### config.mk
export PLATFORM = sky130hd
export DESIGN_NAME = pipe_ctrl
export DESIGN_NICKNAME = d
export VERILOG_FILES = /design/src/rtl/pipe_ctrl.sv
export SDC_FILE = /design/constraint.sdc
export NUM_CORES = 1
export LEC_CHECK = 0
export BUFFER_PORTS_ARGS = -buffer_cell sky130_fd_sc_hd__buf_2
export CORE_MARGIN = 8
export CORE_UTILIZATION = 40
export CTS_CLUSTER_DIAMETER = 80
export DETAILED_ROUTE_END_ITERATION = 7
export PLACE_DENSITY_LB_ADDON = 0.08
export SETUP_SLACK_MARGIN = 0.05
export SLEW_MARGIN = 30
export SYNTH_ARGS = -nofsm -noshare
export SYNTH_HDL_FRONTEND = slang
export SYNTH_SLANG_ARGS = --single-unit
export TNS_END_PERCENT = 50
### constraint.sdc
create_clock -name clk -period 2 [get_ports clk]
set_clock_uncertainty 0.05 [all_clocks]
set_input_delay 0.3 -clock clk [delete_from_list [all_inputs] [get_ports clk]]
set_output_delay 0.3 -clock clk [all_outputs]
set_load 0.02 [all_outputs]
### src/rtl/pipe_ctrl.sv
// Pipeline controller for the five-stage RV32I core: stall/bubble steering and PC redirect sequencing.
// Optional performance counters are built only when PIPE_CTRL_PERF_EN is defined.
module pipe_ctrl #(
    parameter int FLUSH_CYCLES = 1,
    parameter int ADDR_W       = 32
) (
    input  logic              clk,
    input  logic              rst,
    input  logic              rdy,
    input  logic              if_stall_req,
    input  logic              id_stall_req,
    input  logic              mem_stall_req,
    input  logic              ex_branch_taken,
    input  logic [ADDR_W-1:0] ex_branch_target,
    output logic [4:0]        stall_o,
    output logic [4:0]        bubble_o,
    output logic              branch_interception_o,
    output logic              pc_redirect_o,
    output logic [ADDR_W-1:0] pc_redirect_addr_o
`ifdef PIPE_CTRL_PERF_EN
    ,
    output logic [31:0]       perf_cycles_o,
    output logic [31:0]       perf_stalls_o,
    output logic [31:0]       perf_flushes_o
`endif
);

    // state | meaning
    // RUN   | normal flow; a taken branch redirects here or parks in PEND
    // PEND  | redirect target latched, waiting for fetch to go ready
    // FLUSH | redirect issued, draining wrong-path fetches for cnt_q cycles
    typedef enum logic [1:0] {
        ST_RUN   = 2'd0,
        ST_PEND  = 2'd1,
        ST_FLUSH = 2'd2
    } state_t;

    localparam logic [1:0] FLUSH_INIT = 2'(FLUSH_CYCLES);

    state_t            state_q, state_d;
    logic [1:0]        cnt_q, cnt_d;
    logic [ADDR_W-1:0] tgt_q, tgt_d;

    always_ff @(posedge clk) begin
        if (rst) begin
            state_q <= ST_RUN;
            cnt_q   <= 2'd0;
            tgt_q   <= '0;
        end else begin
            state_q <= state_d;
            cnt_q   <= cnt_d;
            tgt_q   <= tgt_d;
        end
    end

    // A frozen pipeline or a memory stall holds every piece of sequencing state.
    always_comb begin
        state_d = state_q;
        cnt_d   = cnt_q;
        tgt_d   = tgt_q;
        if (rdy && !mem_stall_req) begin
            case (state_q)
                ST_PEND: begin
                    if (!if_stall_req) begin
                        state_d = (FLUSH_CYCLES == 0) ? ST_RUN : ST_FLUSH;
                        cnt_d   = FLUSH_INIT;
                    end
                end
                ST_FLUSH: begin
                    if (!if_stall_req) begin
                        cnt_d = cnt_q - 2'd1;
                        if (cnt_q <= 2'd1) begin
                            state_d = ST_RUN;
                            cnt_d   = 2'd0;
                        end
                    end
                end
                default: begin
                    state_d = ST_RUN;
                    if (ex_branch_taken) begin
                        if (if_stall_req) begin
                            state_d = ST_PEND;
                            tgt_d   = ex_branch_target;
                        end else begin
                            state_d = (FLUSH_CYCLES == 0) ? ST_RUN : ST_FLUSH;
                            cnt_d   = FLUSH_INIT;
                        end
                    end
                end
            endcase
        end
    end

    // Interception is dropped during a memory stall: nothing advances, and the
    // wrong-path instruction stays parked in IF/ID until PEND/FLUSH resumes.
    always_comb begin
        stall_o               = 5'b00000;
        bubble_o              = 5'b00000;
        branch_interception_o = 1'b0;
        pc_redirect_o         = 1'b0;
        pc_redirect_addr_o    = '0;
        if (rst || !rdy) begin
            stall_o = 5'b11111;
        end else if (mem_stall_req) begin
            stall_o  = 5'b01111;
            bubble_o = 5'b10000;
        end else begin
            case (state_q)
                ST_PEND: begin
                    branch_interception_o = 1'b1;
                    stall_o               = 5'b00001;
                    bubble_o              = 5'b00010;
                    if (!if_stall_req) begin
                        pc_redirect_o      = 1'b1;
                        pc_redirect_addr_o = tgt_q;
                    end
                end
                ST_FLUSH: begin
                    branch_interception_o = 1'b1;
                    bubble_o              = 5'b00010;
                    stall_o               = {4'b0000, if_stall_req};
                end
                default: begin
                    if (ex_branch_taken) begin
                        branch_interception_o = 1'b1;
                        bubble_o              = 5'b00110;
                        if (!if_stall_req) begin
                            pc_redirect_o      = 1'b1;
                            pc_redirect_addr_o = ex_branch_target;
                        end
                    end else if (id_stall_req) begin
                        stall_o  = 5'b00011;
                        bubble_o = 5'b00100;
                    end else if (if_stall_req) begin
                        stall_o  = 5'b00001;
                        bubble_o = 5'b00010;
                    end
                end
            endcase
        end
    end

`ifdef PIPE_CTRL_PERF_EN
    logic [31:0] perf_cycles_q, perf_cycles_d;
    logic [31:0] perf_stalls_q, perf_stalls_d;
    logic [31:0] perf_flushes_q, perf_flushes_d;

    always_comb begin
        perf_cycles_d  = perf_cycles_q;
        perf_stalls_d  = perf_stalls_q;
        perf_flushes_d = perf_flushes_q;
        if (rdy) begin
            perf_cycles_d  = perf_cycles_q + 32'd1;
            perf_stalls_d  = perf_stalls_q + {31'd0, stall_o[0]};
            perf_flushes_d = perf_flushes_q + {31'd0, pc_redirect_o};
        end
    end

    always_ff @(posedge clk) begin
        if (rst) begin
            perf_cycles_q  <= 32'd0;
            perf_stalls_q  <= 32'd0;
            perf_flushes_q <= 32'd0;
        end else begin
            perf_cycles_q  <= perf_cycles_d;
            perf_stalls_q  <= perf_stalls_d;
            perf_flushes_q <= perf_flushes_d;
        end
    end

    assign perf_cycles_o  = perf_cycles_q;
    assign perf_stalls_o  = perf_stalls_q;
    assign perf_flushes_o = perf_flushes_q;
`endif

endmodule
==> results.yml, run 1 <==
die:
  start_util_pct: 40.9
  die_y_um: 87.8
  rows: 26
  dieWidth_um: 87.8
  io_pins: 83
  die_area_um2: 7710
  core_um2: 5040
critical_path:
  critical_path_class: "register to output pin"
  end_kind: "output pin"
  cp_slowest_cell: "dfxtp_2"
  cp_max_fo: 9
  ff2ff_path_depth: 7
  worstSetupStartpointType: "register"
  path_cells: "inv_2, ha_4, nor3b_4, buf_6, buf_12, a22oi_2, nor2_1, buf_4"
  cpPeakStageDelay_ns: 0.33
  cp.required_ns: 1.65
  arrival_ns: 1.76
placement:
  placed_area_um2: 2620
  dpl.cell_count: 415
  dp_hpwl_um: 4450
  gp_congestion: 0.814
  io_buffers: 80
sta:
  fin_crit_sh_pct: 105
  worst_slew_pin_slew_ns: 0.476
  rsz0062_at_grt: "yes"
  setup_viol: 32
  period_needed_ns: 2.11
  slew_viol_final: 0
  setup-tns-final_ns: -2.53
  relSlewSlack_pct: 67.4
  fin_ws_ns: -0.107
  fmax_mhz: 475
  hold_ws_ns: 0.228
  hold_violations: 0
detailed_routing:
  drt_iter0_drc: 92
  wl_um: 7000
  wl_per_cell_um: 16.3
  drt-pass1-iter-count: 4
  drc_errors: 0
  ant_nets: 0
  via_count: 2359
  avgViaCountPerCell: 5.50
logic_synthesis:
  yosysSeqAreaShare_pct: 35.0
  syn_area_um2: 2060
  async_flop_share_pct: 0
  yosys.cell_types.count: 35
  synthFlopType: "dfxtp_1"
  synth.avg_cell_area_um2: 7.36
  syn_inst: 280
  ys_seq_elements: 36
  yosys_warnings: 0
  synth_edf_count: 0
global_route:
  grt_max_degree: 35
  antenna_found_initial: 0
  first_global_vias: 2377
  grt_overflow: 0
  grt_pass1_wl_um: 11400
  track_usage_pct: 18.2
clock_network:
  cts_buffers: 5
  clkSinkCount: 36
  path_clk_slew_ns: 0.07
  clk_path_buf_depth: 2
  clk_latency_ns: 0.28
  cts_htree_levels: 2
  cts_tree: "yes"
  cts-root-buf: "clkbuf_8"
power_and_ir_drop:
  p_per_area_nw_per_um2: 489
  p_leak_nw: 1.16
  ir_drop_uv: 241
finish:
  layout.nets: 402
  area_delta_synth_final_pct: 55.4
  final_area_um2: 3200
  layout.cells.non_filler: 429
  drive_gt1_share_pct: 52.1
  diodes: 0
outcome:
  failed_checks: "negative setup slack"
  status: "complete, but fails checks"
hold_path:
  whs_path_depth: 3
  hold_path_class: "input pin to register"
job:
  cap_violations: 0
[final cells by class]
| class | instances | area (um^2) |
|---|---|---|
| clock buffer | 6 | 72.6 |
| timing repair buffer | 104 | 838 |
| clock inverter | 1 | 5.00 |
| sequential | 36 | 726 |
| fill | 442 | 1840 |
| inverter | 7 | 26.3 |
| multi-input combinational | 205 | 1450 |
| tap | 70 | 87.6 |
[power breakdown]
part,leakage (nW),internal [mW],switching (mW)
Clock,0.0410,0.237,0.246
Sequential,0.292,0.733,0.0120
Combinational,0.824,0.133,0.207
Total,1.16,1.10,0.465
[registers in the layout, summed over array words and instances, names as in the netlist]
name     count
tgt_q       32
cnt_q        2
state_q      2
[what timing repair did]
action	in CTS	in global routing
resized for setup	105	15
endpoints found under the setup margin	37	35
buffers inserted	3	0
hold buffers	0	0
hold endpoints to repair	0	0
pin swaps	27	3
cloned	4	0
[metrics by stage]
step | power, mW | setup slack (ns) | utilization (%)
4_1_cts | 1.58 | -0.0960 | 62.7
3_3_place_gp | 1.05 | 0.0661 | 52.0
6_report | 1.57 | -0.107 | 63.5
3_5_place_dp | 1.05 | 0.0638 | 52.0
5_1_grt | 1.64 | -0.208 | 63.5
2_1_floorplan | 0.940 | 0.0494 | -
[cells by family after synthesis]
group / count (synthesis) / synth area share, %
buffers and inverters: 40 / 8.92
DFF: 36 / 35.0
AOI/OAI and AO/OA: 112 / 33.3
and+or+nand+nor: 87 / 20.3
adders and majority gates: 4 / 2.43
other: 1 / 0.182
[cell usage after synthesis (4+ instances only)]
library cell	number	share of area, %
inv_1	5	0.91
o21ai_1	30	7.3
buf_2	12	2.9
ha_1	4	2.4
buf_4	5	1.8
o21ai_0	5	1.2
dfxtp_1	36	35
a22oi_1	32	12
nor2_1	37	6.7
a21oi_1	34	8.3
clkbuf_1	16	2.9
nand3_1	33	8.0
[final timing paths]
| kind | startpoint | endpoint | slack, ns |
|---|---|---|---|
| worst min register to register | cnt_q[1] | cnt_q[1] | 0.43 |
| worst max-delay path | state_q[0] | pc_redirect_addr_o[0] | -0.11 |
| worst min-delay path | ex_branch_target[5] | tgt_q[5] | 0.23 |
| worst max register to register | state_q[0] | tgt_q[10] | 0.30 |
[cells in the final DEF, fill, tap and decap left out, drive strengths merged]
cell type,n
clkbuf,6
nand2b,1
o21ai,35
o21ba,1
nor2,37
o211a,1
or2,1
buf,104
inv,7
a21o,2
a221oi,1
nor3,1
clkinv,1
nand2,3
o21a,1
dfxtp,36
nor3b,1
and4b,1
nand3,33
nand4b,1
a22oi,32
o311a,1
ha,4
o2111ai,1
or3,1
and2,2
and3b,1
a21oi,34
a2111oi,1
or4,1
conb,2
nor2b,3
o31ai,2
[critical path: cells and delay by family (launching register included)]
kind                       cells  cell delay (ns)
AOI/OAI and AO/OA              1             0.08
and+or+nand+nor                2             0.29
adders and majority gates      1             0.25
DFF                            1             0.33
buffers and inverters          4             0.52
[routing by layer]
layer  wire, um  part of all wire [%]  GRT usage (%)  up-vias
met1       3160                    45           23.1     1113
met4         69                  0.99           4.84        0
met2       3330                    48           29.7       71
met5          0                     0              0        -
met3        452                   6.5           4.50        7
li1           -                     -              -     1168
Note: power is estimated with default switching activity, not from simulation.
==> run 2: changes to the inputs <==
--- a/config.mk
+++ b/config.mk
@@ -9,9 +9,11 @@
 export CORE_MARGIN = 8
 export CORE_UTILIZATION = 40
 export CTS_CLUSTER_DIAMETER = 80
+export CTS_CLUSTER_SIZE = 28
 export DETAILED_ROUTE_END_ITERATION = 7
 export PLACE_DENSITY_LB_ADDON = 0.08
 export SETUP_SLACK_MARGIN = 0.05
+export SKIP_CTS_REPAIR_TIMING = 1
 export SLEW_MARGIN = 30
 export SYNTH_ARGS = -nofsm -noshare
 export SYNTH_HDL_FRONTEND = slang
==> run 2 against run 1 <==
Against the previous run:
- the run still ends with negative setup slack left
- final area fell by 6.7%
- sequential power barely moved
- first-iteration DRC count is 5.4% higher
- non-clock buffer count shrank 2
- die area stayed put
- power is 1.4% lower
- critical path type unchanged
- largest cell class unchanged
- highest routed layer unchanged
==> results.yml, run 2 (synthesis results as in run 1) <==
die:
  dieWidth_um: 87.8
  die_y_um: 87.8
  io_pins: 83
  die_area_um2: 7710
  core_um2: 5040
  start_util_pct: 40.9
  rows: 26
finish:
  diodes: 0
  regMostFlops: "tgt_q"
  n_fill_cell: 485
  layout_commonest_cell: "buf_2"
  multi_input_area_um2: 1320
  seqCellArea_um2: 723
  layout.nets: 400
  drive_gt1_share_pct: 44.5
  top_regs: "tgt_q (32), cnt_q (2), state_q (2)"
  area_delta_synth_final_pct: 45.0
  largest_reg_flops: 32
  layout.cells.non_filler: 427
  fin_util_pct: 59.3
  final_area_um2: 2990
  layout_common_cells: "buf_2 (51), a21oi_1 (34), dfxtp_1 (34)"
power_and_ir_drop:
  p_leak_nw: 1.13
  ir_drop_uv: 246
  p_per_area_nw_per_um2: 517
global_route:
  grt_overflow: 0
  first_global_vias: 2246
  grt_max_degree: 35
  grt_pass1_wl_um: 10400
  antenna_found_initial: 0
  track_usage_pct: 16.4
detailed_routing:
  drt_iter0_drc: 97
  wl_per_cell_um: 15.9
  drc_errors: 0
  via_count: 2305
  ant_nets: 0
  wl_um: 6800
  avgViaCountPerCell: 5.40
  drt-pass1-iter-count: 4
sta:
  fin_crit_sh_pct: 111
  slew_viol_final: 0
  relSlewSlack_pct: 67.4
  worst_slew_pin_slew_ns: 0.476
  hold_violations: 0
  fmax_mhz: 451
  period_needed_ns: 2.22
  rsz0062_at_grt: "yes"
  fin_ws_ns: -0.216
  setup_viol: 33
critical_path:
  r2r_setup_slack_ns: 0.26
  r2r-start: "state_q[0]"
  critical_path_class: "register to output pin"
  cp.required_ns: 1.65
  cp_max_fo: 7
  path_cells: "inv_2, ha_4, nor3b_4, buf_4, buf_6, a22oi_2, nor2_2, buf_6"
  cpPeakStageDelay_ns: 0.34
  ff2ff_path_depth: 7
  cpMostUsedCell: "buf_6"
  end_kind: "output pin"
  cp_slowest_cell: "dfxtp_2"
  cp_num_buf_inv: 4
  cpLargestDelayFamily: "buffers and inverters"
  arrival_ns: 1.87
  worstSetupStartpointType: "register"
  r2r_end: "tgt_q[10]"
outcome:
  status: "complete, but fails checks"
  failed_checks: "negative setup slack"
hold_path:
  worstHoldEndpoint: "tgt_q[13]"
  hold_start: "ex_branch_target[13]"
  whs_path_depth: 3
  hold_path_class: "input pin to register"
placement:
  gp_congestion: 0.814
  dp_hpwl_um: 4450
  placed_area_um2: 2620
  dpl.cell_count: 415
  io_buffers: 80
clock_network:
  path_clk_slew_ns: 0.07
  cts-root-buf: "clkbuf_8"
  cts_htree_levels: 2
  cts_tree: "yes"
  clkSinkCount: 36
  clk_latency_ns: 0.28
  cts_buffers: 5
  clk_path_buf_depth: 2
job:
  cap_violations: 0
run 2: cell count changes in the layout (fill, tap and decap cells not counted), moves of 2 or more:
cell / change
a22oi_1: +26
buf_8: -2
buf_6: -3
buf_2: +5
a22oi_2: -26
run 2: per-layer routing:
layer	share of wire, %	vias up	GRT usage (%)
met5	0	-	0
met4	0.79	0	3.75
met3	6.7	6	4.41
met2	46	72	26.6
met1	46	1067	21.0
li1	-	1160	-
run 2: per-stage QoR:
| step | hold slack [ns] | total power [mW] | setup TNS, ns | setup slack [ns] |
|---|---|---|---|---|
| after floorplan | 0.398 | 0.940 | 0 | 0.0494 |
| after global placement | 0.414 | 1.05 | 0 | 0.0661 |
| after detailed placement | 0.416 | 1.05 | 0 | 0.0638 |
| after CTS | 0.219 | 1.53 | -7.24 | -0.246 |
| after global routing | 0.213 | 1.62 | -7.83 | -0.313 |
| final | 0.222 | 1.55 | -4.59 | -0.216 |
run 2: report_power, final:
| part | internal (mW) | switching, mW | leakage, nW |
|---|---|---|---|
| Clock | 0.237 | 0.246 | 0.0410 |
| Sequential | 0.734 | 0.0101 | 0.292 |
| Combinational | 0.123 | 0.195 | 0.797 |
run 2: cell type report:
cell class | count | share of cell area, %
clock buffer | 6 | 2.43
clock inverter | 1 | 0.167
inverter | 7 | 0.879
multi-input combinational | 205 | 44.3
sequential | 36 | 24.2
tap | 70 | 2.93
timing repair buffer | 102 | 25.1
run 2: how the worst max path moves through the flow:
stage | from | endpoint | slack, ns | cells after the start
floorplan | state_q[0] | pc_redirect_addr_o[10] | 0.05 | 7
global placement | state_q[0] | pc_redirect_addr_o[28] | 0.07 | 7
detailed placement | state_q[0] | pc_redirect_addr_o[28] | 0.06 | 7
CTS | state_q[0] | pc_redirect_addr_o[28] | -0.25 | 7
global route | state_q[0] | pc_redirect_addr_o[19] | -0.31 | 8
finish | state_q[0] | pc_redirect_addr_o[28] | -0.22 | 8
run 2: tightest hold or removal path: stages:
cell     delay [ns]
buf_2          0.10
nand3_1        0.05
a21oi_1        0.05
